## src/rtl/hazard_pkg.sv

```systemverilog
// Shared types for the RV32 pipeline hazard controller.
// Latency: n/a (types and constants only).
// Backpressure: n/a.
package hazard_pkg;

    // E-stage operand mux select
    typedef enum logic [1:0] {
        FWD_RF  = 2'b00,
        FWD_WB  = 2'b01,
        FWD_MEM = 2'b10
    } fwd_sel_t;

    // Memory-wait FSM states
    typedef enum logic [1:0] {
        RUN      = 2'd0,
        MEM_WAIT = 2'd1,
        TRAP     = 2'd2
    } hz_state_t;

    // x0 is hard-wired to zero and is never a real dependency
    localparam logic [4:0] REG_ZERO = 5'd0;

endpackage

```

## src/rtl/hazard_ctrl_if.sv

```systemverilog
// Pipeline <-> hazard controller signal bundle.
// Latency: n/a (wiring only).
// Backpressure: stall/flush outputs are the backpressure into the pipeline.
interface hazard_ctrl_if;
    import hazard_pkg::*;

    logic [4:0] Rs1D, Rs2D;
    logic [4:0] Rs1E, Rs2E, RdE;
    logic [4:0] RdM, RdW;
    logic       LoadE, PCSrcE;
    logic       RegWriteM, RegWriteW;
    logic       MemReqM, MemReadyM;
    logic       StallF, StallD, StallE, StallM;
    logic       FlushD, FlushE, FlushW;
    fwd_sel_t   ForwardAE, ForwardBE;
    logic       MemErr;

    // pipeline side
    modport master (
        output Rs1D, Rs2D, Rs1E, Rs2E, RdE, RdM, RdW,
        output LoadE, PCSrcE, RegWriteM, RegWriteW, MemReqM, MemReadyM,
        input  StallF, StallD, StallE, StallM, FlushD, FlushE, FlushW,
        input  ForwardAE, ForwardBE, MemErr
    );

    // hazard controller side
    modport slave (
        input  Rs1D, Rs2D, Rs1E, Rs2E, RdE, RdM, RdW,
        input  LoadE, PCSrcE, RegWriteM, RegWriteW, MemReqM, MemReadyM,
        output StallF, StallD, StallE, StallM, FlushD, FlushE, FlushW,
        output ForwardAE, ForwardBE, MemErr
    );
endinterface

```

## src/rtl/hazard_ctrl_fwd_sel.sv

```systemverilog
// Forwarding comparator for one E-stage source operand (M beats W).
// Latency: combinational.
// Backpressure: none.
module fwd_sel
    import hazard_pkg::*;
(
    input  logic       reg_write_m,
    input  logic [4:0] rd_m,
    input  logic       reg_write_w,
    input  logic [4:0] rd_w,
    input  logic [4:0] rs,
    output fwd_sel_t   sel
);

    // youngest producer (M) has priority over W; x0 never forwards
    always_comb begin
        sel = FWD_RF;
        if (reg_write_m && rd_m != REG_ZERO && rd_m == rs)
            sel = FWD_MEM;
        else if (reg_write_w && rd_w != REG_ZERO && rd_w == rs)
            sel = FWD_WB;
    end

endmodule

```

## src/rtl/hazard_ctrl.sv

```systemverilog
// Hazard controller: forwarding, load-use stall, branch flush, memory-wait freeze with timeout trap; optional perf counters (HAZARD_PERF_EN).
// Latency: controls are combinational on inputs and the registered wait FSM state.
// Backpressure: a pending data-memory access freezes every pipeline register and bubbles W.
module hazard_ctrl
    import hazard_pkg::*;
#(
    parameter int MEM_TIMEOUT = 64
`ifdef HAZARD_PERF_EN
    ,
    parameter int CNT_W = 32
`endif
) (
    input  logic           clk,
    input  logic           reset_n,
    hazard_ctrl_if.slave   hz
`ifdef HAZARD_PERF_EN
    ,
    output logic [CNT_W-1:0] StallCnt,
    output logic [CNT_W-1:0] FlushCnt
`endif
);

    localparam int CW = $clog2(MEM_TIMEOUT);
    localparam logic [CW-1:0] CNT_LAST = CW'(MEM_TIMEOUT - 1);

    hz_state_t     state, state_nxt;
    logic [CW-1:0] cnt, cnt_nxt;
    logic          mem_stall;
    logic          lw_stall;

    fwd_sel u_fwd_a (
        .reg_write_m (hz.RegWriteM),
        .rd_m        (hz.RdM),
        .reg_write_w (hz.RegWriteW),
        .rd_w        (hz.RdW),
        .rs          (hz.Rs1E),
        .sel         (hz.ForwardAE)
    );

    fwd_sel u_fwd_b (
        .reg_write_m (hz.RegWriteM),
        .rd_m        (hz.RdM),
        .reg_write_w (hz.RegWriteW),
        .rd_w        (hz.RdW),
        .rs          (hz.Rs2E),
        .sel         (hz.ForwardBE)
    );

    // wait FSM state and consecutive-wait counter
    always_ff @(posedge clk or negedge reset_n) begin
        if (!reset_n) begin
            state <= RUN;
            cnt   <= '0;
        end else begin
            state <= state_nxt;
            cnt   <= cnt_nxt;
        end
    end

    // next state; memStall is Mealy in RUN so the first wait cycle already freezes
    always_comb begin
        state_nxt = state;
        cnt_nxt   = cnt;
        mem_stall = 1'b0;
        case (state)
            RUN: begin
                if (hz.MemReqM && !hz.MemReadyM) begin
                    mem_stall = 1'b1;
                    state_nxt = MEM_WAIT;
                    cnt_nxt   = CW'(1);
                end
            end
            MEM_WAIT: begin
                if (hz.MemReadyM) begin
                    state_nxt = RUN;
                    cnt_nxt   = '0;
                end else begin
                    mem_stall = 1'b1;
                    if (cnt == CNT_LAST)
                        state_nxt = TRAP;
                    else
                        cnt_nxt = cnt + CW'(1);
                end
            end
            TRAP: begin
                mem_stall = 1'b1;
            end
            default: begin
                state_nxt = RUN;
                cnt_nxt   = '0;
            end
        endcase
    end

    assign lw_stall  = hz.LoadE && hz.RdE != REG_ZERO &&
                       (hz.RdE == hz.Rs1D || hz.RdE == hz.Rs2D);
    assign hz.MemErr = (state == TRAP);

    // stall/flush priority: memory freeze > taken branch > load-use
    always_comb begin
        hz.StallF = 1'b0;
        hz.StallD = 1'b0;
        hz.StallE = 1'b0;
        hz.StallM = 1'b0;
        hz.FlushD = 1'b0;
        hz.FlushE = 1'b0;
        hz.FlushW = 1'b0;
        if (mem_stall) begin
            hz.StallF = 1'b1;
            hz.StallD = 1'b1;
            hz.StallE = 1'b1;
            hz.StallM = 1'b1;
            hz.FlushW = 1'b1;
        end else if (hz.PCSrcE) begin
            hz.FlushD = 1'b1;
            hz.FlushE = 1'b1;
        end else if (lw_stall) begin
            hz.StallF = 1'b1;
            hz.StallD = 1'b1;
            hz.FlushE = 1'b1;
        end
    end

`ifdef HAZARD_PERF_EN
    logic [CNT_W-1:0] stall_cnt, flush_cnt;

    // saturating stall/flush event counters
    always_ff @(posedge clk or negedge reset_n) begin
        if (!reset_n) begin
            stall_cnt <= '0;
            flush_cnt <= '0;
        end else begin
            if (hz.StallF && stall_cnt != '1)
                stall_cnt <= stall_cnt + CNT_W'(1);
            if ((hz.FlushD || hz.FlushE) && flush_cnt != '1)
                flush_cnt <= flush_cnt + CNT_W'(1);
        end
    end

    assign StallCnt = stall_cnt;
    assign FlushCnt = flush_cnt;
`endif

endmodule

```

## src/flat_wrapper.sv

```systemverilog
// flat-port wrapper written by rule: the top's interface ports become plain ports
module hazard_ctrl_flat import hazard_pkg::*;
#(
    parameter int MEM_TIMEOUT = 64

)
  (clk, reset_n, hz_Rs1D, hz_Rs2D, hz_Rs1E, hz_Rs2E, hz_RdE, hz_RdM, hz_RdW, hz_LoadE, hz_PCSrcE, hz_RegWriteM, hz_RegWriteW, hz_MemReqM, hz_MemReadyM, hz_StallF, hz_StallD, hz_StallE, hz_StallM, hz_FlushD, hz_FlushE, hz_FlushW, hz_ForwardAE, hz_ForwardBE, hz_MemErr);
  hazard_ctrl_if hz_i ();
  input  logic clk;
  input  logic reset_n;
  input wire logic [$bits(hz_i.Rs1D)-1:0] hz_Rs1D;
  input wire logic [$bits(hz_i.Rs2D)-1:0] hz_Rs2D;
  input wire logic [$bits(hz_i.Rs1E)-1:0] hz_Rs1E;
  input wire logic [$bits(hz_i.Rs2E)-1:0] hz_Rs2E;
  input wire logic [$bits(hz_i.RdE)-1:0] hz_RdE;
  input wire logic [$bits(hz_i.RdM)-1:0] hz_RdM;
  input wire logic [$bits(hz_i.RdW)-1:0] hz_RdW;
  input wire logic [$bits(hz_i.LoadE)-1:0] hz_LoadE;
  input wire logic [$bits(hz_i.PCSrcE)-1:0] hz_PCSrcE;
  input wire logic [$bits(hz_i.RegWriteM)-1:0] hz_RegWriteM;
  input wire logic [$bits(hz_i.RegWriteW)-1:0] hz_RegWriteW;
  input wire logic [$bits(hz_i.MemReqM)-1:0] hz_MemReqM;
  input wire logic [$bits(hz_i.MemReadyM)-1:0] hz_MemReadyM;
  output wire logic [$bits(hz_i.StallF)-1:0] hz_StallF;
  output wire logic [$bits(hz_i.StallD)-1:0] hz_StallD;
  output wire logic [$bits(hz_i.StallE)-1:0] hz_StallE;
  output wire logic [$bits(hz_i.StallM)-1:0] hz_StallM;
  output wire logic [$bits(hz_i.FlushD)-1:0] hz_FlushD;
  output wire logic [$bits(hz_i.FlushE)-1:0] hz_FlushE;
  output wire logic [$bits(hz_i.FlushW)-1:0] hz_FlushW;
  output wire logic [$bits(hz_i.ForwardAE)-1:0] hz_ForwardAE;
  output wire logic [$bits(hz_i.ForwardBE)-1:0] hz_ForwardBE;
  output wire logic [$bits(hz_i.MemErr)-1:0] hz_MemErr;
  assign hz_i.Rs1D = hz_Rs1D;
  assign hz_i.Rs2D = hz_Rs2D;
  assign hz_i.Rs1E = hz_Rs1E;
  assign hz_i.Rs2E = hz_Rs2E;
  assign hz_i.RdE = hz_RdE;
  assign hz_i.RdM = hz_RdM;
  assign hz_i.RdW = hz_RdW;
  assign hz_i.LoadE = hz_LoadE;
  assign hz_i.PCSrcE = hz_PCSrcE;
  assign hz_i.RegWriteM = hz_RegWriteM;
  assign hz_i.RegWriteW = hz_RegWriteW;
  assign hz_i.MemReqM = hz_MemReqM;
  assign hz_i.MemReadyM = hz_MemReadyM;
  assign hz_StallF = hz_i.StallF;
  assign hz_StallD = hz_i.StallD;
  assign hz_StallE = hz_i.StallE;
  assign hz_StallM = hz_i.StallM;
  assign hz_FlushD = hz_i.FlushD;
  assign hz_FlushE = hz_i.FlushE;
  assign hz_FlushW = hz_i.FlushW;
  assign hz_ForwardAE = hz_i.ForwardAE;
  assign hz_ForwardBE = hz_i.ForwardBE;
  assign hz_MemErr = hz_i.MemErr;
  hazard_ctrl #(.MEM_TIMEOUT(MEM_TIMEOUT)) u_core (.clk(clk), .reset_n(reset_n), .hz(hz_i));
endmodule
```

## config.mk

```make
export PLATFORM = sky130hd
export DESIGN_NAME = hazard_ctrl_flat
export DESIGN_NICKNAME = d
export VERILOG_FILES = /design/src/rtl/hazard_pkg.sv /design/src/rtl/hazard_ctrl_if.sv /design/src/rtl/hazard_ctrl_fwd_sel.sv /design/src/rtl/hazard_ctrl.sv /design/src/flat_wrapper.sv
export SDC_FILE = /design/constraint.sdc
export NUM_CORES = 1
export LEC_CHECK = 0
export ABC_AREA = 1
export BUFFER_PORTS_ARGS = -buffer_cell sky130_fd_sc_hd__buf_2
export CAP_MARGIN = 20
export CORE_MARGIN = 10
export CORE_UTILIZATION = 30
export CTS_BUF_LIST = sky130_fd_sc_hd__clkbuf_16
export CTS_CLUSTER_SIZE = 24
export DETAILED_ROUTE_END_ITERATION = 7
export GPL_TIMING_DRIVEN = 0
export PLACE_DENSITY = 0.58
export RECOVER_POWER = 50
export SKIP_LAST_GASP = 1
export SYNTH_ARGS = -nofsm -noshare
export SYNTH_HDL_FRONTEND = slang
export SYNTH_SLANG_ARGS = --single-unit
```

## constraint.sdc

```tcl
create_clock -name clk -period 1.6 [get_ports clk]
set_input_delay 0.08 -clock clk [delete_from_list [all_inputs] [get_ports clk]]
set_output_delay 0.08 -clock clk [all_outputs]
set_load 0.03 [all_outputs]
```

==> results_dict.tcl, run 1 <==
set metrics [dict create \
    outcome "complete, no violations" \
    setup_tns_ns 0 \
    start_util_pct 32.2 \
    cts.sinks 8 \
    synth_cells 162 \
    reg2reg_depth 8 \
    antenna_found_initial 0 \
    clk_path_buf_depth 2 \
    post-route-util_pct 45.3 \
    power_frac_clock_pct 27.5 \
    routabilityCongestion 0.821 \
    hpwl_mm 2.49 \
    swShare_pct 41.9 \
    worstSkewPairLatency_ns 0.23 \
    wirelength_mm 2.78 \
    grt_pass1_wl_mm 4.71 \
    ys_ff_latch 8 \
    p_switching_w 0.000631 \
    area_growth_pct 40.7 \
    drtIter0Drc 36 \
    worstHoldEndpoint "u_core.cnt[3]" \
    wire_per_inst_um 10.5 \
    fmax_mhz 672 \
    cap_violations 0 \
    crit_type "reg -> out" \
    cp_max_fo 5 \
    overflow 0 \
    slew_viol_final 0 \
    grt_pass1_vias 1138 \
    drt_first_pass_iters 4 \
    portBuffers 54 \
    coreArea_um2 3130 \
    timing.final.crit_share_pct 93.0 \
    p_int_w 0.000875 \
    netlist_area_um2 1010 \
    cts_buffers 3 \
    ys_warn_count 0 \
    pin_count 55 \
    vias_per_cell 4.23 \
    drive_gt1_share_pct 32.7 \
    syn-num-nets 206 \
    highest_layer "met4" \
    max_slew_margin_pct 68.4 \
    hp-class "in -> reg" \
    arrival_ns 1.41 \
    clkTransAtPathRegs_ns 0.04 \
    setup_violations 0 \
    powerDensity_nw_per_um2 1060 \
    r2r-end "u_core.cnt[5]" \
    post-route-drc-count 0 \
    wl_met1_mm 1.26 \
    postRouteAntennaNets 0 \
    ir_drop_v 0.000452 \
    wl_met2_mm 1.28 \
    route.vias.total 1117 \
    cts_tree "done" \
    syn_avg_cell_area_um2 6.22 \
    post-route-min-period_ns 1.49 \
    rsz0062_at_grt "false" \
    reg2reg_slack_ns 0.18 \
    cp_data_required_time_ns 1.52 \
    rows 20 \
    fp.dieH_um 77.9 \
    skew_ns 0.000416 \
    power_frac_seq_pct 20.3 \
    cts-root-buf "clkbuf_16" \
    grt_max_degree 9 \
    worstHoldStart "hz_MemReadyM" \
    min_delay_path_depth 4 \
    rr_startpoint "u_core.cnt[0]" \
    start_kind "register" \
    cp-end-kind "output port" \
    nFillCells 338 \
    combPwrFrac_pct 52.2 \
    htree_levels 1 \
    tightest_slew_ns 0.474 \
    wl_met3_um 225 \
    post-cts-setup-buffers 0 \
    dieWidth_um 77.9 \
    fin_nets 266 \
    ys_seq_area_share_pct 19.9 \
    final_hold_viol_count 0 \
    p_leak_nw 0.775 \
    diodes 0 \
    yosysUniqueCellTypes 23 \
    track_usage_pct 9.15 \
    dieArea_um2 6070 \
]
[stage by stage]
step / instance area [um2] / instances / power, W / hold slack [ns] / setup WS, ns
after floorplan: 1010 / 162 / 0.000864 / -0.216 / 0.0975
after global placement: 1330 / 260 / 0.00109 / -0.0630 / 0.199
after detailed placement: 1330 / 260 / 0.00109 / -0.0615 / 0.209
after CTS: 1420 / 264 / 0.00152 / 0.204 / 0.0205
after global routing: 1420 / 264 / 0.00162 / 0.241 / 0.0121
final: 1420 / 264 / 0.00151 / 0.205 / 0.112
[layer usage]
| metal | global-route usage (%) | up-vias |
|---|---|---|
| met1 | 10.2 | 468 |
| met3 | 4.95 | 2 |
| met2 | 15.5 | 33 |
| met4 | 1.08 | 0 |
| li1 | - | 614 |
| met5 | 0 | - |
[critical path: stages (launching register included)]
cell and delay [ns]:
dfrtp_2 0.44, nor2_4 0.14, nand2_1 0.07, nand2_2 0.09, inv_2 0.05, nor2_2 0.11, inv_2 0.03, nand2_1 0.05
buf_2 0.19
[cells in the final DEF, fill, tap and decap left out, types with 3 or more instances in the layout]
cell type,synthesis,final
buf_2,0,49
buf_4,3,3
clkbuf_1,0,5
clkbuf_16,0,3
dfrtp_1,8,7
inv_1,21,21
inv_2,4,4
nand2_1,42,43
nand2_2,5,4
nand3_1,11,11
nand4_1,3,3
nor2_1,19,18
nor2_2,3,3
nor3_1,4,4
o21ai_0,3,3
o21ai_1,4,4
xnor2_1,16,16
xor2_1,8,8
[power by group through the flow]
| stage | Clock [W] | Sequential, W | Combinational (W) |
|---|---|---|---|
| 3_3_place_gp | 0 | 0.000302 | 0.000789 |
| 6_report | 0.000414 | 0.000306 | 0.000787 |
| 2_1_floorplan | 0 | 0.000290 | 0.000574 |
| 4_1_cts | 0.000425 | 0.000300 | 0.000793 |
| 5_1_grt | 0.000432 | 0.000316 | 0.000875 |
| 3_5_place_dp | 0 | 0.000302 | 0.000790 |
[Yosys cell counts]
| library cell | number | area [um2] |
|---|---|---|
| o21bai_2 | 1 | 11.3 |
| nor2_1 | 19 | 71.3 |
| a21oi_2 | 1 | 8.76 |
| nand3_1 | 11 | 55.1 |
| nor3_1 | 4 | 20.0 |
| inv_1 | 21 | 78.8 |
| buf_4 | 3 | 22.5 |
| inv_2 | 4 | 15.0 |
| a21oi_1 | 1 | 5.00 |
| o2bb2ai_1 | 1 | 8.76 |
| nand2_4 | 1 | 11.3 |
| inv_4 | 1 | 6.26 |
| nand2_1 | 42 | 158 |
| dfrtp_1 | 8 | 200 |
| nand4_1 | 3 | 18.8 |
| o21ai_0 | 3 | 15.0 |
| o21ai_1 | 4 | 20.0 |
| xnor2_1 | 16 | 140 |
| ha_1 | 1 | 12.5 |
| o2111ai_1 | 1 | 8.76 |
| nor2_2 | 3 | 18.8 |
| nand2_2 | 5 | 31.3 |
| xor2_1 | 8 | 70.1 |
[repair_timing]
action                     4_1_cts  5_1_grt
hold endpoints to repair         8        0
gates resized for setup          0        3
setup endpoints to repair        0        3
hold buffers                     1        0
[cell type report]
cell class	count	area (um2)	area share [%]
multi-input cells	125	689	48.6
inverters	26	100	7.06
repair buffers	55	274	19.3
well taps	44	55.1	3.88
plain buffers	3	22.5	1.59
flip-flops and latches	8	201	14.2
clock buffers	3	75.1	5.30
[state kept, by name (all words and copies together) (netlist names)]
signal	flops
u_core.cnt	6
u_core.state	2
[how the worst max path moves through the flow]
stage	startpoint	end	slack [ns]	depth (start not counted)
floorplan	u_core.state[1]	hz_FlushE	0.1	7
global placement	u_core.cnt[0]	u_core.cnt[5]	0.20	8
detailed placement	u_core.cnt[0]	u_core.cnt[5]	0.21	8
CTS	u_core.state[1]	hz_FlushE	0.02	8
global route	u_core.state[1]	hz_FlushE	0.01	8
finish	u_core.state[1]	hz_FlushE	0.11	8
[cell families (layout without fill, tap and decap cells)]
family                   Yosys count  after routing  share of synthesized area (%)
AO/OA/AOI/OAI                     12             12                           7.70
AND/OR/NAND/NOR                   88             88                           38.1
adder cells (fa/ha/maj)            1              1                           1.24
flip-flops                         8              8                           19.9
XOR/XNOR                          24             24                           20.9
buffers and inverters             29             87                           12.2
Power figures use the tool's default switching activity.
==> inputs of run 2 (changes only) <==
--- a/config.mk
+++ b/config.mk
@@ -14,9 +14,10 @@
 export CTS_CLUSTER_SIZE = 24
 export DETAILED_ROUTE_END_ITERATION = 7
 export GPL_TIMING_DRIVEN = 0
-export PLACE_DENSITY = 0.58
+export PLACE_DENSITY = 0.55
 export RECOVER_POWER = 50
 export SKIP_LAST_GASP = 1
 export SYNTH_ARGS = -nofsm -noshare
 export SYNTH_HDL_FRONTEND = slang
+export SYNTH_HIERARCHICAL = 1
 export SYNTH_SLANG_ARGS = --single-unit
==> run 2 against run 1 <==
  * Fmax is 2.5% lower
  * Routed wire length up 29%
  * Clock power up 3%
  * First-iteration DRC count grew 8.3%
  * Clock skew rose by 0.00089 ns
  * Non-clock buffer count unchanged
  * Die area up 13%
  * Sequential power is 23% lower
  * Global-route usage increased by 0.70 points
  * Core utilization fell by 2.5 points
  * Final cell count is 27% higher
  * Count of clock-buffer cells in the layout unchanged
  * Largest cell class unchanged
==> results_dict.tcl, run 2 <==
set metrics [dict create \
    postRouteAntennaNets 0 \
    largestRegisters "u_core/cnt x6, u_core/state x2" \
    rows 22 \
    cp-end-kind "output port" \
    final_hold_viol_count 0 \
    start_kind "register" \
    skew_ns 0.00131 \
    grt_use_met3_pct 2.05 \
    hpwl_mm 3.09 \
    met1_usage_pct 11.7 \
    powerDensity_nw_per_um2 657 \
    drtIter0Drc 39 \
    synth_top_area_cell "nand2_1" \
    grt_pass1_wl_mm 5.96 \
    nFillCells 418 \
    max_slew_margin_pct 70.2 \
    cp_data_required_time_ns 1.52 \
    area_growth_pct 34.8 \
    ys_warn_count 6 \
    diodes 0 \
    synthTopCellsByCount "nand2_1, inv_1, nor2_1" \
    worstSkewPairLatency_ns 0.23 \
    swShare_pct 34.6 \
    clk_path_buf_depth 2 \
    start_util_pct 31.8 \
    grt_max_degree 9 \
    largest_reg_flops 6 \
    cp_max_fo 4 \
    setup_tns_ns 0 \
    rr_startpoint "u_core/cnt[0]" \
    yosysUniqueCellTypes 23 \
    setup_violations 0 \
    worstHoldEndpoint "u_core/cnt[3]" \
    r2r-end "u_core/cnt[5]" \
    reg2reg_slack_ns 0.18 \
    power_frac_clock_pct 40.3 \
    cp_top_family "simple AND/OR/NAND/NOR gates" \
    drt_first_pass_iters 6 \
    portBuffers 54 \
    cts-root-buf "clkbuf_16" \
    antenna_found_initial 0 \
    cts_tree "done" \
    ys_ff_latch 8 \
    grt_pass1_vias 1348 \
    syn-num-nets 272 \
    cts.sinks 8 \
    syn_avg_cell_area_um2 5.22 \
    route.vias.total 1446 \
    worstHoldStart "hz_MemReadyM" \
    fin_nets 332 \
    p_switching_w 0.000365 \
    rsz0062_at_grt "false" \
    htree_levels 1 \
    pin_count 55 \
    synth_area_leaders "nand2_1, dfrtp_1, inv_1, nand3_1, nor2_1" \
    cap_violations 0 \
    tightest_slew_ns 0.447 \
    yosys.area.top_type_share_pct 27.1 \
    min_delay_path_depth 4 \
    clkTransAtPathRegs_ns 0.04 \
    regMostFlops "u_core/cnt" \
    crit_type "reg -> out" \
    netlist_area_um2 1190 \
    cts_buffers 3 \
    ir_drop_v 0.000707 \
    yosysMostFrequentCell "nand2_1" \
    critPathSlowestCell "dfrtp_1" \
    post-route-drc-count 0 \
    coreArea_um2 3740 \
    synth_edf_count 0 \
    async_flop_share_pct 100 \
    fmax_mhz 656 \
    ys.flop_type "dfrtp_1" \
    arrival_ns 1.45 \
    layout_common_cells "nand2_1, buf_2, inv_1" \
    cpPeakStageDelay_ns 0.42 \
    reg2reg_depth 6 \
    routabilityCongestion 0.841 \
    ys_seq_area_share_pct 16.8 \
    fp.dieH_um 83.0 \
    track_usage_pct 9.86 \
    place_area_um2 1520 \
    outcome "complete, no violations" \
    dieArea_um2 6890 \
    post-route-min-period_ns 1.53 \
    timing.final.crit_share_pct 95.3 \
    grt.met2_usage_pct 17.2 \
    mostFrequentLayoutCell "nand2_1" \
    grt-busiest-layer "met2" \
    power_frac_seq_pct 22.4 \
    dieWidth_um 83.0 \
    wire_per_inst_um 10.7 \
    wirelength_mm 3.58 \
    hp-class "in -> reg" \
    vias_per_cell 4.33 \
    p_int_w 0.000688 \
    crit_buf_inv 3 \
    drive_gt1_share_pct 28.0 \
    combPwrFrac_pct 37.3 \
    worstPathCellList "nor2_2 > nand2_1 > nand2_2 > inv_2 > nor2_2 > inv_2 > nand2_1 > clkbuf_4" \
    synth_cells 228 \
    slew_viol_final 0 \
    p_leak_nw 1.05 \
    fin_area_um2 1600 \
    overflow 0 \
]
==> run 2: logic make-up after synthesis <==
kind of cell / count (synthesis) / synth area share (%)
XOR/XNOR: 5 / 3.68
AO/OA/AOI/OAI: 16 / 8.20
flip-flops: 8 / 16.8
buffers and inverters: 56 / 18.8
AND/OR/NAND/NOR: 142 / 51.4
adder cells (fa/ha/maj): 1 / 1.05
==> run 2: layer usage <==
metal | routed length (um) | vias up
met5 | 0 | -
met4 | 39 | 0
met3 | 158 | 5
met2 | 1720 | 35
met1 | 1660 | 613
li1 | - | 793
==> run 2: final cells by class <==
type                       count  area (um2)  share of cell area (%)
multi-input combinational    164         768                    47.9
timing repair buffer          55         277                    17.2
inverter                      53         201                    12.6
sequential                     8         200                    12.5
clock buffer                   3        75.1                    4.68
tap                           48        60.1                    3.74
buffer                         3        22.5                    1.40
==> run 2: worst max-delay path by stage <==
stage / from / to / slack (ns) / cells past startpoint
6_report: u_core/state[0] / hz_FlushE / 0.07 / 8
5_1_grt: u_core/state[0] / hz_FlushE / 0.006 / 8
4_1_cts: u_core/state[0] / hz_FlushE / 0.04 / 8
3_5_place_dp: u_core/cnt[0] / u_core/cnt[5] / 0.20 / 6
3_3_place_gp: u_core/cnt[0] / u_core/cnt[5] / 0.20 / 6
2_1_floorplan: u_core/state[0] / hz_FlushE / 0.11 / 7
==> run 2: what timing repair did <==
| item | in CTS | in global routing |
|---|---|---|
| resized for setup | 0 | 3 |
| hold endpoints to repair | 8 | 0 |
| hold buffers | 1 | 0 |
| buffers inserted | 0 | 0 |
| endpoints found under the setup margin | 0 | 1 |
==> run 2: power by group through the flow <==
stage	registers (W)	clock network, W	logic [W]
floorplan	0.000233	0	0.000250
global placement	0.000237	0	0.000389
detailed placement	0.000237	0	0.000390
CTS	0.000235	0.000430	0.000394
global route	0.000239	0.000445	0.000441
finish	0.000236	0.000425	0.000393
==> run 2: stage by stage <==
step | total power [W] | hold slack [ns] | worst slack [ns] | cells | util (%)
after floorplan | 0.000484 | -0.216 | 0.109 | 228 | -
after global placement | 0.000627 | -0.0614 | 0.198 | 330 | 40.6
after detailed placement | 0.000627 | -0.0662 | 0.197 | 330 | 40.6
after CTS | 0.00106 | 0.139 | 0.0355 | 334 | 42.9
after global routing | 0.00112 | 0.170 | 0.00581 | 334 | 42.8
final | 0.00105 | 0.146 | 0.0749 | 334 | 42.8
==> run 2: worst register-to-register path, stage by stage (launching register included) <==
cell and delay [ns]:
dfrtp_1 0.41, ha_1 0.24, nand2_2 0.09, nor3_4 0.25, a21oi_4 0.14, nand3_1 0.11, nand2_1 0.05
==> inputs of run 3 (changes only) <==
--- a/config.mk
+++ b/config.mk
@@ -8,6 +8,7 @@
 export ABC_AREA = 1
 export BUFFER_PORTS_ARGS = -buffer_cell sky130_fd_sc_hd__buf_2
 export CAP_MARGIN = 20
+export CORE_ASPECT_RATIO = 1.25
 export CORE_MARGIN = 10
 export CORE_UTILIZATION = 30
 export CTS_BUF_LIST = sky130_fd_sc_hd__clkbuf_16
==> run 3 against run 2 <==
  * Combinational power about the same
  * Clock power down 3%
  * Count of clock-buffer cells in the layout unchanged
  * Clock skew up 0.0013 ns
  * Final area up 1.0%
  * Worst hold slack worse by 0.0075 ns
  * Sequential power about the same
==> results_dict.tcl, run 3 (synthesis gave the netlist of run 2 again) <==
set metrics [dict create \
    grt_max_degree 9 \
    coreArea_um2 3820 \
    drt_first_pass_iters 4 \
    cap_violations 0 \
    clkTransAtPathRegs_ns 0.04 \
    routabilityCongestion 0.778 \
    rows 25 \
    r2r-end "u_core/cnt[3]" \
    cts-root-buf "clkbuf_16" \
    grt_pass1_wl_mm 5.91 \
    post-route-drc-count 0 \
    p_leak_nw 1.05 \
    skew_ns 0.00257 \
    wirelength_mm 3.40 \
    cts.sinks 8 \
    largestRegisters "u_core/cnt x6, u_core/state x2" \
    cts_buffers 3 \
    mostFrequentLayoutCell "nand2_1" \
    overflow 0 \
    rsz0062_at_grt "false" \
    crit_type "reg -> out" \
    cp_data_required_time_ns 1.52 \
    ir_drop_v 0.000330 \
    hp-class "in -> reg" \
    numPlacedInstances 336 \
    rr_startpoint "u_core/cnt[0]" \
    worstHoldStart "hz_MemReqM" \
    route.vias.total 1439 \
    slew_viol_final 0 \
    dieWidth_um 76.3 \
    multi_input_area_um2 771 \
    area.sequential_um2 200 \
    reg2reg_depth 6 \
    nFillCells 466 \
    drive_gt1_share_pct 28.2 \
    cts_tree "done" \
    start_util_pct 31.2 \
    layout.cells.non_filler 341 \
    pin_count 55 \
    setup_violations 0 \
    outcome "complete, no violations" \
    worstHoldEndpoint "u_core/state[0]" \
    fp.dieH_um 90.4 \
    arrival_ns 1.38 \
    powerDensity_nw_per_um2 641 \
    htree_levels 1 \
    cp-end-kind "output port" \
    vias_per_cell 4.22 \
    fin_nets 333 \
    tightest_slew_ns 0.448 \
    reg2reg_slack_ns 0.20 \
    min_delay_path_depth 3 \
    track_usage_pct 9.83 \
    wire_per_inst_um 9.96 \
    clk_path_buf_depth 2 \
    post-route-util_pct 42.5 \
    cp_max_fo 4 \
    dieArea_um2 6900 \
    final_hold_viol_count 0 \
    regMostFlops "u_core/cnt" \
    layout_common_cells "nand2_1, buf_2, inv_1" \
    setup_tns_ns 0 \
    timing.final.crit_share_pct 91.0 \
    start_kind "register" \
    drtIter0Drc 68 \
    post-route-min-period_ns 1.46 \
    diodes 0 \
    portBuffers 54 \
    max_slew_margin_pct 70.2 \
    antenna_found_initial 0 \
    fmax_mhz 687 \
    grt_pass1_vias 1420 \
    area_growth_pct 36.2 \
    hpwl_mm 3.01 \
    postRouteAntennaNets 0 \
    worstSkewPairLatency_ns 0.23 \
    largest_reg_flops 6 \
]
==> run 3: cell count changes in the layout (fill, tap and decap cells not counted) <==
cell	change
nor2_2	+1
buf_2	-1
nor2_1	-1
clkbuf_1	+1
buf_4	+1
==> run 3: worst max-delay path, stage by stage, from the launching register on <==
cell,delay [ns]
dfrtp_1,0.41
nor2_2,0.13
nand2_1,0.09
nand2_2,0.10
inv_2,0.05
nor2_2,0.10
inv_2,0.03
nand2_1,0.05
clkbuf_4,0.18
==> run 3: routing by layer <==
layer,vias up,share of wire [%],track usage [%]
met5,-,0,0
li1,798,-,-
met3,2,5.9,2.79
met1,599,45,11.0
met2,40,48,17.5
met4,0,0.62,2.64
==> run 3: repair_timing <==
item / in CTS / in global routing
resized for setup: 0 / 3
hold buffers: 1 / 0
setup buffers: 0 / 1
endpoints found under the hold margin: 8 / 0
endpoints found under the setup margin: 0 / 1
==> run 3: worst max path at each step <==
stage,from,to,depth (start not counted)
floorplan,u_core/state[0],hz_FlushE,7
global placement,u_core/cnt[0],u_core/cnt[3],6
detailed placement,u_core/cnt[0],u_core/cnt[5],6
CTS,u_core/state[0],hz_FlushE,8
global route,u_core/cnt[0],u_core/cnt[3],6
finish,u_core/state[0],hz_FlushE,8
==> run 3: through the flow <==
stage / hold WS [ns] / total power [W] / instance area (um2) / setup WS, ns
after global placement: -0.0651 / 0.000622 / 1530 / 0.217
after detailed placement: -0.0646 / 0.000625 / 1530 / 0.199
after floorplan: -0.216 / 0.000484 / 1190 / 0.109
after CTS: 0.136 / 0.00105 / 1610 / 0.0662
after global routing: 0.150 / 0.00112 / 1620 / 0.00671
final: 0.139 / 0.00104 / 1620 / 0.143
==> run 3: cell type report <==
type | instances | area share [%]
Multi-Input combinational cell | 164 | 47.6
Timing Repair Buffer | 56 | 17.5
Inverter | 53 | 12.4
Sequential cell | 8 | 12.4
Clock buffer | 3 | 4.63
Tap cell | 54 | 4.17
Buffer | 3 | 1.39
==> run 3: report_power, final <==
group          switching, W  leakage (nW)  internal [W]
logic              0.000240         0.902      0.000152
clock network     0.0000907        0.0370      0.000321
registers         0.0000178         0.108      0.000218
total              0.000348          1.05      0.000691
